===== src/rtl/varint_pkg.sv =====
// Shared types and constants for the varint encoder arbiter.
package varint_pkg;

  localparam int DATA_W = 32;

  typedef enum logic {
    IDLE = 1'b0,
    XFER = 1'b1
  } arb_state_e;

  // Width of a source index; never below one bit.
  function automatic int id_w(input int n);
    return (n < 2) ? 1 : $clog2(n);
  endfunction

endpackage


===== src/rtl/varint_tag_fifo.sv =====
// Synchronous FIFO holding the source id of every message handed to the encoder.
module varint_tag_fifo #(
  parameter int W     = 2,
  parameter int DEPTH = 8
) (
  input  logic                     clk,
  input  logic                     reset,
  input  logic                     push,
  input  logic [W-1:0]             push_data,
  input  logic                     pop,
  input  logic                     clr,
  output logic [W-1:0]             pop_data,
  output logic                     full,
  output logic                     empty,
  output logic [$clog2(DEPTH):0]   count
);

  localparam int PTR_W = $clog2(DEPTH);
  localparam int CNT_W = PTR_W + 1;

  logic [W-1:0]     mem [DEPTH];
  logic [PTR_W-1:0] wr_ptr;
  logic [PTR_W-1:0] rd_ptr;
  logic             do_push;
  logic             do_pop;

  assign full     = (count == CNT_W'(DEPTH));
  assign empty    = (count == '0);
  assign do_push  = push && !full && !clr;
  assign do_pop   = pop && !empty && !clr;
  assign pop_data = mem[rd_ptr];

  always_ff @(posedge clk) begin
    if (do_push) mem[wr_ptr] <= push_data;
  end

  always_ff @(posedge clk or posedge reset) begin
    if (reset) begin
      wr_ptr <= '0;
      rd_ptr <= '0;
      count  <= '0;
    end else if (clr) begin
      wr_ptr <= '0;
      rd_ptr <= '0;
      count  <= '0;
    end else begin
      if (do_push) wr_ptr <= wr_ptr + PTR_W'(1);
      if (do_pop)  rd_ptr <= rd_ptr + PTR_W'(1);
      count <= count + CNT_W'(do_push) - CNT_W'(do_pop);
    end
  end

endmodule


===== src/rtl/varint_enc_arbiter.sv =====
// Round-robin message arbiter in front of the shared varint encoder; remembers
// which source owns each in-flight message and reports it on completion.
module varint_enc_arbiter
  import varint_pkg::*;
#(
  parameter int NUM_REQ = 4,
  parameter int DATA_W  = varint_pkg::DATA_W,
  parameter int MAX_OUT = 8
) (
  input  logic                        clk,
  input  logic                        reset,
  input  logic [NUM_REQ-1:0]          req_valid,
  input  logic [NUM_REQ-1:0]          req_last,
  input  logic [NUM_REQ*DATA_W-1:0]   req_data,
  output logic [NUM_REQ-1:0]          req_ready,
  input  logic                        varint_in_fifo_full,
  output logic                        varint_in_fifo_push,
  output logic [DATA_W-1:0]           varint_in_fifo_data,
  output logic                        varint_in_index_push,
  input  logic                        varint_out_index_push,
  input  logic                        flush,
  output logic                        done_valid,
  output logic [id_w(NUM_REQ)-1:0]    done_id,
  output logic                        busy,
  output logic                        err_underflow,
  output arb_state_e                  dbg_state
);

  // Handshake: a word moves when req_valid[i] and req_ready[i] are both high at
  // the rising edge; ready only ever rises for the granted source while in XFER.

  localparam int ID_W  = id_w(NUM_REQ);
  localparam int CNT_W = $clog2(MAX_OUT) + 1;

  arb_state_e        state;
  logic [ID_W-1:0]   grant;
  logic [ID_W-1:0]   last_grant;
  logic [ID_W-1:0]   pick;
  logic [NUM_REQ-1:0] prio_mask;
  logic [NUM_REQ-1:0] masked;
  logic              active;
  logic              xfer;
  logic              tag_pop;
  logic [ID_W-1:0]   tag_head;
  logic              tag_full;
  logic              tag_empty;
  logic [CNT_W-1:0]  tag_count;

  function automatic logic [ID_W-1:0] lowest(input logic [NUM_REQ-1:0] v);
    lowest = '0;
    for (int i = NUM_REQ - 1; i >= 0; i--) begin
      if (v[i]) lowest = ID_W'(i);
    end
  endfunction

  // Sources above the last winner get first pick; otherwise wrap to the lowest.
  always_comb begin
    prio_mask = '0;
    for (int i = 0; i < NUM_REQ; i++) prio_mask[i] = (i > int'(last_grant));
    masked = req_valid & prio_mask;
    pick   = (masked != '0) ? lowest(masked) : lowest(req_valid);
  end

  assign active = (state == XFER) && !flush;

  always_comb begin
    req_ready = '0;
    if (active && !varint_in_fifo_full) req_ready[grant] = 1'b1;
  end

  assign xfer                 = req_valid[grant] & req_ready[grant];
  assign varint_in_fifo_push  = xfer;
  assign varint_in_fifo_data  = xfer ? req_data[int'(grant)*DATA_W +: DATA_W] : '0;
  assign varint_in_index_push = xfer & req_last[grant];
  assign tag_pop              = varint_out_index_push & !flush & !tag_empty;
  assign busy                 = (state == XFER) | (tag_count != '0);
  assign dbg_state            = state;

  varint_tag_fifo #(
    .W     (ID_W),
    .DEPTH (MAX_OUT)
  ) u_tag_fifo (
    .clk       (clk),
    .reset     (reset),
    .push      (varint_in_index_push),
    .push_data (grant),
    .pop       (tag_pop),
    .clr       (flush),
    .pop_data  (tag_head),
    .full      (tag_full),
    .empty     (tag_empty),
    .count     (tag_count)
  );

  // Granting only while the tag FIFO has room reserves the slot the message will use.
  always_ff @(posedge clk or posedge reset) begin
    if (reset) begin
      state         <= IDLE;
      grant         <= '0;
      last_grant    <= ID_W'(NUM_REQ - 1);
      done_valid    <= 1'b0;
      done_id       <= '0;
      err_underflow <= 1'b0;
    end else begin
      done_valid <= 1'b0;
      if (flush) begin
        state <= IDLE;
      end else begin
        if (varint_out_index_push) begin
          if (tag_empty) begin
            err_underflow <= 1'b1;
          end else begin
            done_valid <= 1'b1;
            done_id    <= tag_head;
          end
        end
        case (state)
          IDLE: begin
            if ((|req_valid) && !tag_full) begin
              grant <= pick;
              state <= XFER;
            end
          end
          XFER: begin
            if (varint_in_index_push) begin
              last_grant <= grant;
              state      <= IDLE;
            end
          end
          default: state <= IDLE;
        endcase
      end
    end
  end

endmodule


===== config.mk =====
export PLATFORM = sky130hd
export DESIGN_NAME = varint_enc_arbiter
export DESIGN_NICKNAME = d
export VERILOG_FILES = /design/src/rtl/varint_pkg.sv /design/src/rtl/varint_tag_fifo.sv /design/src/rtl/varint_enc_arbiter.sv
export SDC_FILE = /design/constraint.sdc
export NUM_CORES = 1
export LEC_CHECK = 0
export ABC_AREA = 1
export CORE_MARGIN = 4
export CORE_UTILIZATION = 36
export DETAILED_ROUTE_END_ITERATION = 8
export PLACE_DENSITY = 0.83
export SLEW_MARGIN = 30
export SYNTH_ARGS = -nofsm -noshare
export SYNTH_HDL_FRONTEND = slang
export SYNTH_SLANG_ARGS = --single-unit

===== constraint.sdc =====
create_clock -name clk -period 3.3 [get_ports clk]
set_clock_uncertainty 0.2 [all_clocks]
set_input_delay 0.33 -clock clk [delete_from_list [all_inputs] [get_ports clk]]
set_output_delay 0.33 -clock clk [all_outputs]
set_load 0.03 [all_outputs]

Word-level counts from Yosys, hierarchy flattened
Memory sizes are Yosys's and may differ from the RTL's. A register that Yosys moved wholly into a read port is not among the register bits.
Index checks and enable logic that the tools add are counted.
{"block": "word_totals", "ram_bits": 16, "regBits": 17, "word_cells": 84, "n_memories": 1}
{"block": "classes", "n_lt_le_gt_ge": 5, "mux": 33, "shift": 1, "addsub": 4, "bitwise_logic": 9, "eq_ne": 1, "reduce_logical": 22}
{"memory": "u_tag_fifo.mem", "depth": 8, "width": 2, "rd": 1, "rd_clocked_by_memory_dff": 1, "write_ports": 1, "line_no": "varint_tag_fifo.sv:21", "source": "logic [W-1:0] mem [DEPTH];"}
{"op": "128-bit by 8-bit variable part select with 32-bit output", "n": 1}
{"op": "32-bit 2-to-1 mux", "n": 1}
{"op": "2-bit 2-to-1 mux", "n": 9}
{"op": "1-bit 2-to-1 mux", "n": 12}
{"op": "3-bit 2-to-1 mux", "n": 4}
{"op": "3-bit AND reduction", "n": 4}
{"op": "1-bit logical AND", "n": 8}
{"op": "4-bit 2-to-1 mux", "n": 2}
{"op": "4-bit nonzero test", "n": 2}
{"op": "3-bit by 1-bit adder with 3-bit output, second input constant", "n": 2}
{"op": "1-bit binary-select mux with 2-bit select", "n": 3}
{"op": "4-bit by 1-bit adder with 4-bit output", "n": 1}
{"op": "1-bit AND", "n": 4}
{"op": "4-bit AND", "n": 1}
{"op": "4-bit == test, second input constant", "n": 1}
{"op": "2-bit greater-than comparator, first input constant", "n": 2}
{"op": "1-bit zero test", "n": 4}
{"op": "4-bit zero test", "n": 1}
{"op": "2-bit nonzero test", "n": 2}
{"op": "4-bit OR reduction", "n": 1}
{"op": "4-bit by 1-bit subtractor with 4-bit output", "n": 1}
{"op": "2-bit by 3-bit less-than comparator with 1-bit output, second input constant", "n": 1}
{"op": "1-bit NOT", "n": 3}
{"op": "1-bit demux with 2-bit select", "n": 1}
{"op": "other kinds (4)", "n": 4}

Longest topological paths before layout
Gate-level depths: netlist of the first run.
{"block": "depth", "depth_word": 14, "ltp_mapped": 13}

Modules after synthesis
From an unflattened synthesis of the first run, not the netlist that was laid out.
{"block": "hier_totals", "cells_unflattened": 475, "hier_area_um2": 3191.8}
{"module": "varint_enc_arbiter", "cells_per_inst": 316, "n_inst": 1, "area_per_inst_um2": 1791.7, "seq_area_each_um2": 227.7}
{"module": "varint_tag_fifo", "cells_per_inst": 159, "n_inst": 1, "area_per_inst_um2": 1400.1, "seq_area_each_um2": 730.7}

Least setup slack after synthesis of the first run
Ideal clock, no wire load.
{"block": "synth_path", "path_type": "reg-to-reg", "start": "register u_tag_fifo.count[2]", "end": "register u_tag_fifo.count[2]", "synth_period_minus_slack_ns": 2.297, "path_stages_with_launch": 11, "t_required_ns": 2.981, "setup_slack_ns": 1.003, "arrival_time_ns": 1.979, "cell_sequence": "dfrtp_1 inv_1 ha_1 nor3b_2 nor2_1 ha_1 inv_1 ha_1 fa_1 xnor2_1 nor2_1"}
{"block": "synth_between", "elab_chain_len": 7, "word_cells_on_any_way": 12, "cone_classes": "add/sub (2); eq/ne (1); mux (1); bitwise (1); reduce/logical (7)"}
{"item": "start: declaration", "line_no": "varint_tag_fifo.sv:15", "source": "output logic [$clog2(DEPTH):0] count"}
{"item": "start signal: assignment", "line_no": "varint_tag_fifo.sv:49", "source": "count <= count + CNT_W'(do_push) - CNT_W'(do_pop);"}
{"item": "4-bit == test or 4-bit zero test (tied branches)", "line_no": "varint_tag_fifo.sv:27, varint_tag_fifo.sv:28"}
{"item": "1-bit zero test (on tied branches)", "line_no": "varint_tag_fifo.sv:29, varint_tag_fifo.sv:30, varint_enc_arbiter.sv:75"}
{"item": "1-bit logical AND or 1-bit AND (tied branches)", "line_no": "varint_tag_fifo.sv:29, varint_enc_arbiter.sv:75"}
{"item": "1-bit logical AND (on tied branches)", "line_no": "varint_tag_fifo.sv:29, varint_tag_fifo.sv:30"}
{"item": "4-bit by 1-bit adder with 4-bit output or 1-bit logical AND (tied branches)", "line_no": "varint_tag_fifo.sv:49, varint_tag_fifo.sv:30"}
{"item": "4-bit by 1-bit subtractor with 4-bit output (*)", "line_no": "varint_tag_fifo.sv:49"}
{"item": "4-bit 2-to-1 mux (*)", "line_no": "varint_tag_fifo.sv:42", "source": "end else if (clr) begin"}
Mark *: on every way between the ends. The rest lies on a longest branch, timed or not.
A chain may end at the register's enable or synchronous reset.

Worst setup path in the final report of the first run
{"block": "layout_path", "start": "input flush", "end": "output varint_in_fifo_data[13]"}
{"block": "layout_between", "elab_chain_len": 8}
{"item": "start: declaration", "line_no": "varint_enc_arbiter.sv:21", "source": "input logic flush,"}
{"item": "1-bit zero test", "line_no": "varint_enc_arbiter.sv:64", "source": "assign active = (state == XFER) && !flush;"}
{"item": "1-bit logical AND", "line_no": "varint_enc_arbiter.sv:64"}
{"item": "1-bit logical AND", "line_no": "varint_enc_arbiter.sv:68", "source": "if (active && !varint_in_fifo_full) req_ready[grant] = 1'b1;"}
{"item": "4-bit 2-to-1 mux", "line_no": "varint_enc_arbiter.sv:68"}
{"item": "1-bit binary-select mux with 2-bit select", "line_no": "varint_enc_arbiter.sv:71", "source": "assign xfer = req_valid[grant] & req_ready[grant];"}
{"item": "1-bit 2-to-1 mux (not written as such)", "line_no": "varint_enc_arbiter.sv:71"}
{"item": "1-bit AND", "line_no": "varint_enc_arbiter.sv:71"}
{"item": "32-bit 2-to-1 mux", "line_no": "varint_enc_arbiter.sv:73", "source": "assign varint_in_fifo_data = xfer ? req_data[int'(grant)*DATA_W +: DATA_W] : '0;"}
{"item": "end: declaration", "line_no": "varint_enc_arbiter.sv:18", "source": "output logic [DATA_W-1:0] varint_in_fifo_data,"}
Every way passes these cells. The select of a mux whose other input is x is not followed.

==> out/qor.yml, run 1 <==
synth_area_um2: 2620
cts_buffer_depth: 2
critPathKind: "input port to output pin"
yosysWarnings: 0
irDropWorstVdd_v: 0.000255
ant_nets: 0
max_slew_margin: 0.521
cts_inserted_buffers: 5
drv_slew: 0
fp.dieH_um: 93.3
nets: 676
synthCells: 346
power_leakage_nw: 1.84
nFillCells: 542
end_kind: "output pin"
grt_pass1_vias: 3365
first_iter_violations: 209
p_total_mw: 2.40
tightest_slew_ps: 718
synthesis.nets: 496
cts_root_buffer: "clkbuf_8"
finalCriticalPeriod_ps: 3080
drt-vias-per-instance: 5.19
synthAdderAreaFrac: 0.0459
cts_resized: 0
fmax_ghz: 0.324
outcome: "finished, final reports clean"
setup_viol: 0
fin_util: 0.676
finalWirelength_um: 10500
clock_sinks: 35
power.density_nw_per_um2: 512
worstPathArrival_ps: 2550
worstSkewPairLatency_ps: 280
fp.coreArea_um2: 6940
finalSetupTns_ps: 0
synth_top_family_by_area: "simple AND/OR/NAND/NOR gates"
startpoint_type: "input port"
cts_tree: "built"
layout-drive-gt1-share: 0.0854
rsz0062_at_grt: "false"
finalHoldViolations: 0
start_util: 0.377
postCtsSetupBuffers: 0
pin_count: 185
die-area_um2: 8700
cap_violations: 0
dp_hpwl_um: 8870
vias: 3236
syn_to_final_growth_pct: 79.3
portBuffers: 184
postCtsHoldBufs: 0
yosysSeqAreaShare: 0.366
synthSimpleGateAreaFrac: 0.273
crit_required_ps: 2770
drtPass1Iterations: 4
fp.dieW_um: 93.3
h-tree-depth: 2
grt_overflow: 0
grt_antenna_before_repair: 0
layout_commonest_cell: "clkdlybuf4s50_1"
synth-seq-cells: 35
wl_per_cell_um: 16.9
synth_xor_xnor_area_share: 0.0134
grt_max_degree: 35
period_share: 0.934
synth-compound-area-share: 0.226
drc_errors: 0
grt_pass1_wl_um: 16200
syn_avg_cell_area_um2: 7.57
gp_congestion: 0.985
track_usage: 0.237
critPathMaxFanout: 34
yosys-mux-area-fraction: 0
fp-row-count: 30
layout_common_cells: "clkdlybuf4s50_1 (177), nand2_1 (107), a22oi_1 (33)"
n_antenna_cell: 0
synth.distinct_cells: 38
hold_class: "input port to async pin"
clkTransAtPathRegs_ps: 60
-- where the power goes --
group / leakage [nW] / switching (mW) / internal (mW)
Combinational: 1.41 / 0.835 / 0.590
Clock: 0.0515 / 0.141 / 0.190
Sequential: 0.382 / 0.0899 / 0.558
-- sequential cells by signal (all words and copies together), names as in the netlist --
register           flops
last_grant             2
dbg_state              1
done_id                2
err_underflow          1
u_tag_fifo.count       4
u_tag_fifo.mem        16
grant                  2
u_tag_fifo.rd_ptr      3
done_valid             1
u_tag_fifo.wr_ptr      3
-- worst max-delay path: stages --
cell             delay (ps)
clkdlybuf4s50_1         520
inv_2                   190
nand2_1                 120
nor2_4                  140
nand2_4                 250
a31oi_1                 280
clkdlybuf4s50_1         710
-- kinds of logic after synthesis --
kind of cell,after synthesis
fa+ha+maj,9
simple gates,164
xor+xnor,4
buf+inv,45
compound gates,89
flops,35
-- cell usage after synthesis (all sizes together) --
| library cell | n | area, um^2 |
|---|---|---|
| o31ai | 1 | 7.51 |
| ha | 8 | 100 |
| a31o | 1 | 8.76 |
| o21bai | 1 | 7.51 |
| clkbuf | 3 | 11.3 |
| inv | 25 | 96.3 |
| fa | 1 | 20.0 |
| nand3b | 1 | 20.0 |
| o22ai | 1 | 6.26 |
| a21boi | 1 | 7.51 |
| nand4 | 2 | 12.5 |
| buf | 16 | 86.3 |
| a22oi | 33 | 248 |
| o21ai | 12 | 60.1 |
| edfxtp | 16 | 480 |
| nand2 | 109 | 419 |
| a21oi | 3 | 15.0 |
| xnor2 | 2 | 17.5 |
| nor3 | 5 | 25.0 |
| dfstp | 2 | 52.6 |
| nand3 | 10 | 55.1 |
| a31oi | 32 | 200 |
| o211ai | 4 | 30.0 |
| dfrtp | 17 | 425 |
| xor2 | 2 | 17.5 |
| nor3b | 1 | 12.5 |
| nor2 | 36 | 171 |
| clkinv | 1 | 3.75 |
-- routing by layer --
layer	vias up	routed length [um]	track usage
li1	1566	-	-
met1	1500	3540	0.233
met2	141	5680	0.450
met3	29	857	0.0821
met4	0	422	0.0891
met5	-	0	0
-- path summary, 6_finish.rpt --
kind	from	slack (ps)	endpoint	depth (start not counted)
max	flush	220	varint_in_fifo_data[13]	7
min	reset	270	done_valid	2
max reg2reg	u_tag_fifo.count[2]	740	u_tag_fifo.count[2]	10
min reg2reg	done_id[1]	280	done_id[1]	2
max in group asynchronous	reset	2140	grant[0]	2
min in group clk	done_id[1]	280	done_id[1]	2
-- cell type report --
cell class,count,area [um^2],area share
Timing Repair Buffer,192,1950,0.415
Multi-Input combinational cell,266,1470,0.312
Sequential cell,35,960,0.204
Tap cell,96,120,0.0256
Clock buffer,8,100,0.0213
Inverter,26,100,0.0213
-- metrics by stage --
| stage | hold WS (ps) | cells | setup slack [ps] | area (um^2) |
|---|---|---|---|---|
| after floorplan | 79.6 | 346 | 1000 | 2620 |
| after global placement | 268 | 615 | 336 | 4590 |
| after detailed placement | 270 | 615 | 229 | 4590 |
| after CTS | 274 | 623 | 103 | 4690 |
| after global routing | 303 | 623 | 76.1 | 4690 |
| final | 266 | 623 | 218 | 4690 |
No activity file was read; power rests on OpenSTA's default activity.
==> inputs of run 2 (changes only) <==
CORE_ASPECT_RATIO = 1.1   (was default)
==> out/qor.yml, run 2 (synthesis results as in run 1) <==
grt_pass1_wl_um: 15800
layout-drive-gt1-share: 0.0813
setup_viol: 0
fp.dieW_um: 89.3
ant_nets: 0
critPathKind: "register to output pin"
globalRouteMet3Util: 0.0687
postCtsHoldBufs: 0
tightest_slew_ps: 690
nFillCells: 606
busiest_layer: "met2"
fmax_ghz: 0.326
grt_pass1_vias: 3221
irDropWorstVdd_v: 0.000436
track_usage: 0.236
cap_violations: 0
clkTransAtPathRegs_ps: 70
cts_resized: 0
finalHoldViolations: 0
wl_per_cell_um: 17.1
rsz0062_at_grt: "false"
n_antenna_cell: 0
dp_hpwl_um: 8650
grt_overflow: 0
hold_ws_ps: 256
grt_antenna_before_repair: 0
finalCriticalPeriod_ps: 3060
clock_sinks: 35
drc_errors: 0
drt-vias-per-instance: 5.21
reg_top3: "u_tag_fifo.mem x16, u_tag_fifo.count x4"
p_total_mw: 2.41
layout_commonest_cell: "clkdlybuf4s50_1"
layout_common_cells: "clkdlybuf4s50_1 (180), nand2_1 (107), a22oi_1 (33)"
power_leakage_nw: 1.84
seqCellArea_um2: 958
cts_tree: "built"
finalWirelength_um: 10500
multiInputGateArea_um2: 1470
met1_usage: 0.257
largest_register_ffs: 16
h-tree-depth: 2
period_share: 0.928
hold_class: "input port to async pin"
cts_root_buffer: "clkbuf_8"
pin_count: 185
fp-row-count: 32
fp.dieH_um: 97.4
regMostFlops: "u_tag_fifo.mem"
worstPathArrival_ps: 2530
drtPass1Iterations: 4
grt_max_degree: 35
die-area_um2: 8700
outcome: "finished, final reports clean"
end_kind: "output pin"
start_util: 0.371
finalSetupTns_ps: 0
worstSkewPairLatency_ps: 280
met2_usage: 0.420
fp.coreArea_um2: 7050
crit_required_ps: 2770
first_iter_violations: 113
portBuffers: 184
drv_slew: 0
syn_to_final_growth_pct: 78.3
cts_buffer_depth: 2
power.density_nw_per_um2: 517
cts_inserted_buffers: 5
postCtsSetupBuffers: 0
vias: 3199
startpoint_type: "register"
max_slew_margin: 0.540
nets: 678
gp_congestion: 0.899
critPathMaxFanout: 34
run 2: cell count changes in the layout (fill, tap and decap cells not counted), sizes merged:
cell           previous run  this run
buf                      15        14
clkbuf                    8         7
clkdlybuf4s50           177       180
clkinv                    1         2
run 2: worst paths after layout:
| kind | startpoint | end | slack [ps] | depth (start not counted) |
|---|---|---|---|---|
| worst max-delay path | grant[0] | varint_in_fifo_data[27] | 240 | 8 |
| worst min-delay path | reset | u_tag_fifo.rd_ptr[2] | 260 | 2 |
| worst max register to register | u_tag_fifo.count[2] | u_tag_fifo.count[2] | 730 | 10 |
| worst min register to register | done_id[1] | done_id[1] | 280 | 2 |
| max in group asynchronous | reset | u_tag_fifo.wr_ptr[1] | 2210 | 2 |
| min in group clk | done_id[1] | done_id[1] | 280 | 2 |
run 2: critical path, stage by stage, from the launching register on:
cell and delay, ps:
dfrtp_1 530, inv_4 170, nand2_1 60, nand2_1 50
nand2_1 50, nand2_2 100, nand2_4 230, a31oi_1 300
clkdlybuf4s50_1 720
run 2: metal layers:
layer | up-vias | wire, um
met2 | 133 | 5530
met1 | 1468 | 3840
met3 | 28 | 819
li1 | 1570 | -
met5 | - | 0
met4 | 0 | 330
run 2: power breakdown:
part	internal, mW	switching [mW]
Sequential	0.556	0.0913
Clock	0.168	0.145
Combinational	0.614	0.838
run 2: area by class of cell:
type,instances,share of cell area
Tap cell,85,0.0228
Inverter,26,0.0214
Multi-Input combinational cell,266,0.314
Clock buffer,7,0.0185
Timing Repair Buffer,194,0.417
Clock inverter,1,0.00107
Sequential cell,35,0.205
run 2: per-stage QoR:
step	area, um^2	cells	util	setup WS (ps)
CTS	4670	614	0.662	216
finish	4670	614	0.662	237
global placement	4580	606	0.649	363
detailed placement	4580	606	0.649	317
global route	4670	614	0.662	127
floorplan	2620	346	-	1000
==> inputs of run 3 (changes only) <==
--- a/config.mk
+++ b/config.mk
@@ -9,9 +9,11 @@
 export CORE_ASPECT_RATIO = 1.1
 export CORE_MARGIN = 4
-export CORE_UTILIZATION = 36
+export CORE_UTILIZATION = 39
+export CTS_CLUSTER_DIAMETER = 50
 export DETAILED_ROUTE_END_ITERATION = 8
-export PLACE_DENSITY = 0.83
+export PLACE_DENSITY = 0.82
 export SLEW_MARGIN = 30
 export SYNTH_ARGS = -nofsm -noshare
 export SYNTH_HDL_FRONTEND = slang
+export SYNTH_HIERARCHICAL = 1
 export SYNTH_SLANG_ARGS = --single-unit
==> constraint.sdc (replaced) <==
create_clock -name clk -period 3.3 [get_ports clk]
set_clock_uncertainty 0.2 [all_clocks]
set_input_delay 0.66 -clock clk [delete_from_list [all_inputs] [get_ports clk]]
set_output_delay 0.66 -clock clk [all_outputs]
set_load 0.03 [all_outputs]
==> out/qor.yml, run 3 <==
hold_depth: 2
final_cells: 770
swShare: 0.470
yosys.area.top_type: "nand2_1"
synth_commonest_cells: "nand2_1 (155), nand3_1 (69), a21oi_1 (46), inv_1 (45), nor2_1 (26)"
synthCells: 475
grt_pass1_vias: 3615
clkTransAtPathRegs_ps: 70
drtPass1Iterations: 4
synth_edf_count: 16
synth_ff_type: "dfrtp_1"
yosysMostFrequentCell: "nand2_1"
yosysWarnings: 6
reg2regPathDepth: 14
synthesis.nets: 625
hold_class: "register to register"
finalWirelength_um: 11500
largest_register_ffs: 16
finalCriticalPeriod_ps: 3210
synth_area_leaders: "nand2_1 (18%), edfxtp_1 (15%), dfrtp_1 (13%)"
setup_ws_ps: 86.3
power_frac_seq: 0.247
crit_path_start: "req_valid[1]"
grt_overflow: 0
critPathKind: "input port to output pin"
seqCellArea_um2: 958
power_leakage_nw: 2.33
layout_commonest_cell: "nand2_1"
syn_avg_cell_area_um2: 6.72
vias: 3873
synth-seq-cells: 35
synthArstFlopShare: 0.543
max_slew_margin: 0.703
grt_max_degree: 42
multiInputGateArea_um2: 1820
first_iter_violations: 195
gp_congestion: 0.889
cts_root_buffer: "clkbuf_8"
p_switching_mw: 1.09
endpoint: "varint_in_fifo_data[22]"
rsz0062_at_grt: "false"
worstPathArrival_ps: 2350
postCtsSetupBuffers: 0
end_kind: "output pin"
layout_common_cells: "nand2_1 (155), clkdlybuf4s50_1 (150), nand3_1 (69)"
cts_tree: "built"
r2r-start: "grant[0]"
grt_pass1_wl_um: 17100
drt-vias-per-instance: 5.03
r2r_end: "u_tag_fifo/count[2]"
dp.cells: 762
regMostFlops: "u_tag_fifo/mem"
comb_power_share: 0.628
clock_sinks: 35
h-tree-depth: 2
irDropWorstVdd_v: 0.000250
die-area_um2: 9700
fp-row-count: 34
p_clk_frac: 0.125
drv_slew: 0
max_stage_delay_ps: 670
yosysSeqAreaShare: 0.300
pin_count: 185
crit_required_ps: 2440
grt_antenna_before_repair: 0
n_antenna_cell: 0
finalSetupTns_ps: 0
period_share: 0.974
wl_per_cell_um: 15.0
cts_buffer_depth: 2
ant_nets: 0
portBuffers: 184
fp.dieW_um: 94.3
nets: 811
synth_top_cell_area_share: 0.182
start_util: 0.401
outcome: "finished, final reports clean"
synth.distinct_cells: 27
track_usage: 0.224
path_cells: "clkdlybuf4s50_1 > nand2_1 > o21ai_1 > nand2_1 > nand2_4 > nand2_4 > nor2_1 > clkdlybuf4s50_1"
cap_violations: 0
synth_area_um2: 3190
startpoint_type: "input port"
finalHoldViolations: 0
reg_top3: "u_tag_fifo/mem x16, u_tag_fifo/count x4"
power.density_nw_per_um2: 455
fp.dieH_um: 103
critPathMaxFanout: 7
syn_to_final_growth_pct: 60.3
fmax_ghz: 0.311
post-place-ws_ps: 44.7
layout-drive-gt1-share: 0.154
cts_inserted_buffers: 5
tightest_slew_ps: 445
fp.coreArea_um2: 7960
worstSkewPairLatency_ps: 280
dp_hpwl_um: 9580
nFillCells: 675
intPower_mw: 1.23
cpMaxStageDelayCell: "clkdlybuf4s50_1"
setup_viol: 0
drc_errors: 0
r2r_slack_ps: 470
-- run 3: cell count changes in the layout (fill, tap and decap cells not counted), sizes merged, moves of 5 or more --
cell	previous run	this run
a21oi	3	71
a31oi	32	0
nor3	5	10
inv	25	51
nand3	10	73
clkdlybuf4s50	180	150
nor2	36	26
o21ai	12	4
a22oi	33	0
nand4	2	8
nand2	109	158
buf	14	55
-- run 3: layout make-up --
class	instances	area share
sequential	35	0.187
tap	108	0.0264
multi-input combinational	362	0.355
clock buffer	8	0.0157
timing repair buffer	206	0.377
inverter	51	0.0384
-- run 3: worst max-delay path: cells and delay by family --
kind	cells	cell delay (ps)
AND/OR/NAND/NOR	5	430
AO/OA/AOI/OAI	1	70
buffers and inverters	2	1190
-- run 3: logic make-up after synthesis --
kind of cell / Yosys count / share of synthesized area
flops: 35 / 0.300
simple gates: 276 / 0.379
compound gates: 76 / 0.150
xor+xnor: 1 / 0.00274
buf+inv: 78 / 0.130
fa+ha+maj: 9 / 0.0376
-- run 3: repair_timing --
item,CTS,global route
gates resized for setup,0,1
hold buffers,0,0
endpoints found under the setup margin,0,1
-- run 3: power groups by stage --
stage | clock, mW | sequential [mW] | combinational [mW]
floorplan | 0 | 0.606 | 1.01
global placement | 0 | 0.584 | 1.43
detailed placement | 0 | 0.583 | 1.46
CTS | 0.293 | 0.576 | 1.46
global route | 0.317 | 0.583 | 1.61
finish | 0.291 | 0.575 | 1.46
-- run 3: per-stage QoR --
step                total power [mW]  utilization  cell area (um^2)  hold WS [ps]
floorplan                       1.61            -              3190           251
global placement                2.02        0.633              5030           259
detailed placement              2.05        0.633              5030           257
CTS                             2.33        0.643              5110           271
global route                    2.51        0.643              5110           288
finish                          2.33        0.643              5110           267
-- run 3: worst min-delay path by stage --
stage / from / to
3_3_place_gp: done_id[0] / done_id[0]
5_1_grt: last_grant[0] / last_grant[0]
2_1_floorplan: last_grant[0] / last_grant[0]
3_5_place_dp: err_underflow / err_underflow
4_1_cts: last_grant[0] / last_grant[0]
6_report: done_id[0] / done_id[0]
-- run 3: layer usage --
metal | vias to the layer above | global-route usage | share of wire
li1 | 1930 | - | -
met1 | 1767 | 0.252 | 0.37
met2 | 154 | 0.416 | 0.54
met3 | 22 | 0.0613 | 0.071
met4 | 0 | 0.0589 | 0.021
met5 | - | 0 | 0
